`src/rtl/bindct_pkg.sv`:
```
// Shared types and constants for the binDCT datapath (row stage,
// transpose buffer and column stage).
`timescale 1ns/1ps
package bindct_pkg;

  localparam int N      = 8;
  localparam int DATA_W = 11;
  localparam int IDX_W  = 3;

  typedef logic signed [DATA_W-1:0] coef_t;
  typedef coef_t [0:N-1]            vec_t;
  typedef logic [IDX_W-1:0]         idx_t;

  // One row write into a transpose bank.
  typedef struct packed {
    logic we;
    idx_t row;
    vec_t data;
  } tp_wr_req_t;

  // True on the final row/column of an 8x8 block.
  function automatic logic is_last(input idx_t i);
    return i == idx_t'(N - 1);
  endfunction

endpackage

```
`src/rtl/bindct_tp_bank.sv`:
```
// One 8x8 coefficient bank: written a row at a time, read a column at a time.
`timescale 1ns/1ps
module bindct_tp_bank
  import bindct_pkg::*;
(
  input  logic       clk,
  input  logic       srstn,
  input  tp_wr_req_t wr,
  input  idx_t       rd_col,
  output vec_t       rd_vec
);

  vec_t mem [0:N-1];

  genvar r;
  generate
    for (r = 0; r < N; r++) begin : g_row
      // Row storage; cleared on reset so stale data never leaks after a restart.
      always_ff @(posedge clk or negedge srstn) begin
        if (!srstn)
          mem[r] <= '0;
        else if (wr.we && (wr.row == idx_t'(r)))
          mem[r] <= wr.data;
      end

      // Column read: element r of the output is row r at the selected column.
      assign rd_vec[r] = mem[r][rd_col];
    end
  endgenerate

endmodule

```
`src/rtl/bindct_transpose_buf.sv`:
```
// Ping-pong 8x8 transpose buffer between the binDCT row and column passes.
// Rows go into one bank while the other bank drains column by column.
`timescale 1ns/1ps
module bindct_transpose_buf
  import bindct_pkg::*;
#(
  parameter int DATA_W = 11,
  parameter int N      = 8
) (
  input  logic                     clk,
  input  logic                     srstn,
  input  logic                     in_valid,
  output logic                     in_ready,
  input  logic signed [DATA_W-1:0] in_row [0:N-1],
  output logic                     out_valid,
  input  logic                     out_ready,
  output logic signed [DATA_W-1:0] out_col [0:N-1],
  output logic [2:0]               out_idx,
  output logic                     out_last
);

  logic [1:0] full, full_nxt;
  logic       wr_bank, rd_bank;
  idx_t       wr_row, rd_col;
  logic       wr_fire, rd_fire;

  vec_t       in_vec, sel_vec;
  tp_wr_req_t wr_req   [2];
  vec_t       bank_col [2];

  // Handshakes depend only on registered flags, so there is no
  // combinational path from out_ready to in_ready.
  assign in_ready  = !full[wr_bank];
  assign out_valid = full[rd_bank];
  assign wr_fire   = in_valid && in_ready;
  assign rd_fire   = out_valid && out_ready;

  assign sel_vec   = rd_bank ? bank_col[1] : bank_col[0];
  assign out_idx   = rd_col;
  assign out_last  = out_valid && is_last(rd_col);

  genvar c, b;
  generate
    for (c = 0; c < N; c++) begin : g_lane
      assign in_vec[c]  = in_row[c];
      assign out_col[c] = sel_vec[c];
    end

    for (b = 0; b < 2; b++) begin : g_bank
      assign wr_req[b] = '{we:   wr_fire && (wr_bank == 1'(b)),
                           row:  wr_row,
                           data: in_vec};

      bindct_tp_bank u_bank (
        .clk    (clk),
        .srstn  (srstn),
        .wr     (wr_req[b]),
        .rd_col (rd_col),
        .rd_vec (bank_col[b])
      );
    end
  endgenerate

  // Full flags: the write side sets its bank after row 7, the read side clears
  // its bank after column 7. They always target different banks, so both
  // updates can land in the same cycle.
  always_comb begin
    full_nxt = full;
    if (wr_fire && is_last(wr_row))
      full_nxt[wr_bank] = 1'b1;
    if (rd_fire && is_last(rd_col))
      full_nxt[rd_bank] = 1'b0;
  end

  // Flag register.
  always_ff @(posedge clk or negedge srstn) begin
    if (!srstn)
      full <= 2'b00;
    else
      full <= full_nxt;
  end

  // Write pointer: row counter wraps to 0 and flips banks at the end of a block.
  always_ff @(posedge clk or negedge srstn) begin
    if (!srstn) begin
      wr_row  <= '0;
      wr_bank <= 1'b0;
    end else if (wr_fire) begin
      wr_row <= wr_row + 1'b1;
      if (is_last(wr_row))
        wr_bank <= ~wr_bank;
    end
  end

  // Read pointer: column counter holds under backpressure, flips banks after column 7.
  always_ff @(posedge clk or negedge srstn) begin
    if (!srstn) begin
      rd_col  <= '0;
      rd_bank <= 1'b0;
    end else if (rd_fire) begin
      rd_col <= rd_col + 1'b1;
      if (is_last(rd_col))
        rd_bank <= ~rd_bank;
    end
  end

endmodule

```
`config.mk`:
```
export PLATFORM = sky130hd
export DESIGN_NAME = bindct_transpose_buf
export DESIGN_NICKNAME = d
export VERILOG_FILES = /design/src/rtl/bindct_pkg.sv /design/src/rtl/bindct_tp_bank.sv /design/src/rtl/bindct_transpose_buf.sv
export SDC_FILE = /design/constraint.sdc
export NUM_CORES = 2
export LEC_CHECK = 0
export ABC_AREA = 1
export BUFFER_PORTS_ARGS = -buffer_cell sky130_fd_sc_hd__buf_2
export CAP_MARGIN = 15
export CELL_PAD_IN_SITES_DETAIL_PLACEMENT = 1
export CELL_PAD_IN_SITES_GLOBAL_PLACEMENT = 2
export CORE_ASPECT_RATIO = 1.75
export CORE_MARGIN = 2
export CORE_UTILIZATION = 40
export DETAILED_ROUTE_END_ITERATION = 16
export GPL_TIMING_DRIVEN = 1
export PLACE_DENSITY = 0.93
export SLEW_MARGIN = 5
export SYNTH_ARGS = -nofsm -noshare
export SYNTH_HDL_FRONTEND = slang
export SYNTH_SLANG_ARGS = --single-unit
```
`constraint.sdc`:
```
create_clock -name clk -period 3.6 [get_ports clk]
set_input_delay 0.72 -clock clk [delete_from_list [all_inputs] [get_ports clk]]
set_output_delay 0.72 -clock clk [all_outputs]
set_load 0.02 [all_outputs]
```
# Yosys cells after proc, flatten, opt, wreduce, memory -nomap -nowiden
# Cells that the tools add are included.
# word_totals
register_bits	1418
in_bits	92
output_inout_bits	94
elab_cells	242
# classes
add_sub_neg	2
order_cmp	5
n_eq_ne	8
n_mux	59
n_bitwise	6
n_reduce_logical	29
# op_table
cell	n
11-bit binary-select mux with 3-bit select	16
11-bit 2-to-1 mux	32
88-bit 2-to-1 mux	1
1-bit logical AND	25
3-bit == test (second input constant)	5
3-bit by 1-bit adder with 3-bit output (second input constant)	2
3-bit by 2-bit == test with 1-bit output (second input constant)	2
1-bit 2-to-1 mux	6
4-bit greater-or-equal comparator (second input constant)	1
1-bit by 2-bit < comparator with 1-bit output (second input constant)	2
2-bit 2-to-1 mux	2
3-bit inverter with 4-bit output	1
2-bit AND reduction	2
3-bit by 1-bit == test with 1-bit output (second input constant)	1
3-bit logical NOT	1
2-bit AND	1
1-bit demux with 1-bit select	2
1-bit greater-or-equal comparator (second input constant)	2
1-bit inverter	2
2-bit inverter	1
2-bit OR	1
1-bit logical NOT	1

# Longest topological paths before layout
# logic_depth
word_depth	8
mapped_depth	9
mapped_depth_nobuf	7

# Hierarchy
# From an unflattened synthesis, not the netlist that was laid out.
# unflattened
hier_cells	9755
area_unflattened_um2	69970.9
# by_module_without_submodules
mod	instances	cells_each	area_each_um2	seq_area_each_um2
bindct_tp_bank	2	4707	34172.8	17616.9
bindct_transpose_buf	1	341	1625.3	250.2

# Worst setup path after synthesis
# Ideal clock, no wire load.
# synth_path
kind	flip-flop to output port
from	reg rd_col[0], in the netlist out_idx[0]
to	out out_col[28] (netlist bit)
arrival_time_ps	1533
t_required_ps	2880
slack_ps	1347
stages_incl_launch_ff	9
path_buffers	3
cell_sequence	dfrtp_1 -> buf_4 -> buf_2 -> clkbuf_1 -> nand2_1 -> nand3_1 -> nand3_1 -> nand3_1 -> nand2_1
# synth_rtl
item	line	text
start: declaration	bindct_transpose_buf.sv:24	idx_t wr_row, rd_col;
start signal: assignment	bindct_transpose_buf.sv:101	rd_col <= rd_col + 1'b1;
end: declaration	bindct_transpose_buf.sv:17	output logic signed [DATA_W-1:0] out_col [0:N-1],

==> flow_summary.yaml <==
setup_path:
  crit_type: "flip-flop to output pin"
  endpoint_kind: "output pin"
  startpoint_type: "flip-flop"
  reg2reg_slack_ps: 1250
  crit_fanout: 31
  critPathRequiredTime_ps: 2880
  arrival_ps: 2990
synth:
  synth_cell_type_count: 21
  ys_ff_latch: 1418
  synth_common_cells: "nand2_1, inv_1, dfrtp_1"
  yosysMostFrequentCell: "nand2_1"
  postSynthAreaPerCell_um2: 7.52
  synth_top_area_share: 0.512
  synth_top_cell_by_area: "dfrtp_1"
  synth_nets: 9318
  ys_seq_area_frac: 0.512
  synthArstFlopShare: 1.00
  synthCells: 9218
  synth_area_leaders: "dfrtp_1, nand2_1, o21ai_0, nand3_1, inv_1"
  synth_flop_cell: "dfrtp_1"
  syn_area_mm2: 0.0693
  yosys_warnings: 0
  synth_enable_flop_cells: 0
power:
  max-vdd-ir-drop_uv: 953
  power_frac_comb: 0.491
  powerDensity_mw_per_mm2: 1040
  power.total_mw: 81.4
  pwr-share-clk: 0.188
  power.internal_mw: 44.6
  net-switching-power_mw: 36.8
  p_leak_nw: 37.8
  seqPwrFrac: 0.321
  power_switching_share: 0.452
cells_and_area:
  drive_above_1_share: 0.0854
  finish.instance_area_mm2: 0.0780
  area_growth_pct: 12.6
  final_core_utilization: 0.452
  instances_no_fill: 11400
  nNetsFinal: 9097
place:
  pre_cts_ws_ps: 343
  post-place-cells: 11000
  dpl_cell_area_mm2: 0.0714
  post-dp-hpwl_mm: 176
  io_buffers: 185
  routabilityCongestion: 0.853
clock_network:
  root_buffer: "clkbuf_16"
  cts_tree: "yes"
  clk_path_buf_depth: 3
  cts.clk_slew.worst_paths_ps: 70
  clock_sinks: 1418
  clk_latency_ps: 800
  cts_inserted_buffers: 145
  cts_htree_levels: 4
die:
  die-area_mm2: 0.177
  die_h_um: 555
  rows: 202
  fp.dieW_um: 319
  start_util: 0.402
  ios: 186
  core-area_mm2: 0.173
sta:
  relSlewSlack: 0.217
  drv_slew: 0
  setup_tns_ps: -181
  hold_slack_ps: 379
  max_freq_ghz: 0.270
  period_minus_slack_ps: 3710
  post-route-period-util: 1.03
  fin_ws_ps: -106
  setup_viol: 5
  clock_skew_ps: 21.9
  rsz0062_at_grt: "yes"
  tightest_slew_ps: 1170
  finalHoldViolations: 0
grt:
  grt_overflow: 0
  gr-usage-all-layers: 0.317
  grt_max_degree: 177
  grt_pass1_wl_mm: 420
  grt_antenna_before_repair: 38
  grt_pass1_vias: 67100
outcome:
  violations: "negative setup slack"
  status: "finished with violations"
routing:
  dr.pass1.iters: 5
  viasPerCell: 5.52
  wl_per_cell_um: 24.7
  wl_mm: 281
  drt_iter0_markers: 4559
  ant_nets: 0
  vias: 62800
  drc: 0
min_path:
  min_path_type: "primary input to flip-flop"
flow_run:
  drv_cap: 0
worst paths after layout:
kind                       depth (start not counted)                         to                       from
setup / recovery                                   8                 out_col[5]                 out_idx[0]
hold / removal                                     3                  wr_row[0]                   in_valid
setup reg to reg                                   6  g_bank[1].u_bank.mem[342]                  wr_row[0]
hold reg to reg                                    2  g_bank[1].u_bank.mem[308]  g_bank[1].u_bank.mem[308]
max in group asynchronous                          3  g_bank[1].u_bank.mem[146]                      srstn
min in group asynchronous                          2  g_bank[1].u_bank.mem[365]                      srstn
layout by cell type (no fill, tap or decap), drive strengths merged:
cell / count
dfrtp: 1418
clkbuf: 232
o21ai: 1412
inv: 1429
or2: 2
buf: 386
dlygate4sd3: 1
clkinv: 23
a21oi: 3
nand2: 2922
xor2: 2
nand3: 1233
ha: 8
nor2: 22
bufinv: 3
clkinvlp: 1
diode: 26
bufbuf: 10
power by group through the flow:
stage,Clock (mW),Sequential (mW),Combinational (mW)
after floorplan,0,25.5,22.4
after global placement,0,26.0,35.0
after detailed placement,0,26.4,36.2
after CTS,15.6,26.2,39.0
after global routing,16.1,26.8,43.4
final,15.3,26.1,40.0
layer usage:
layer,GRT usage,part of all wire
met5,0,0.00025
met4,0.245,0.087
met3,0.0455,0.052
met2,0.539,0.49
met1,0.359,0.38
area by class of cell:
cell class,count,area [um2]
Tap cell,2244,2810
Clock inverter,31,255
Timing Repair inverter,1,8.76
Antenna cell,26,65.1
Timing Repair Buffer,403,4370
Sequential cell,1418,35500
Clock buffer,226,4430
Multi-Input combinational cell,5604,25200
Fill cell,21200,94600
Inverter,1424,5390
sequential cells by signal, indices dropped and copies added (netlist names):
name and cells:
out_idx 3, wr_row 3, rd_bank 1, full 2
g_bank.u_bank.mem 1408, wr_bank 1
cells by family after synthesis:
kind of cell,count (synthesis),share of synthesized area
AOI/OAI and AO/OA,1415,0.102
and+or+nand+nor,4179,0.251
xor gates and xnor gates,2,0.000253
DFF,1418,0.512
buffers and inverters,2196,0.134
adders and majority gates,8,0.00144
timing repair:
item,CTS,global route
gates cloned,19,3
resized for setup,156,76
hold endpoints to repair,30,0
pin swaps,1,7
buffers inserted,25,4
setup endpoints to repair,86,71
hold buffers,1,0
worst max-delay path: stages, from the launching register on:
cell     delay [ps]
dfrtp_4         580
inv_16          170
buf_6           300
nand2_1         100
nand3_1          80
nand3_1         320
nand3_1         180
nand2_1         170
buf_2           220
(Power assumes the default switching activity.)
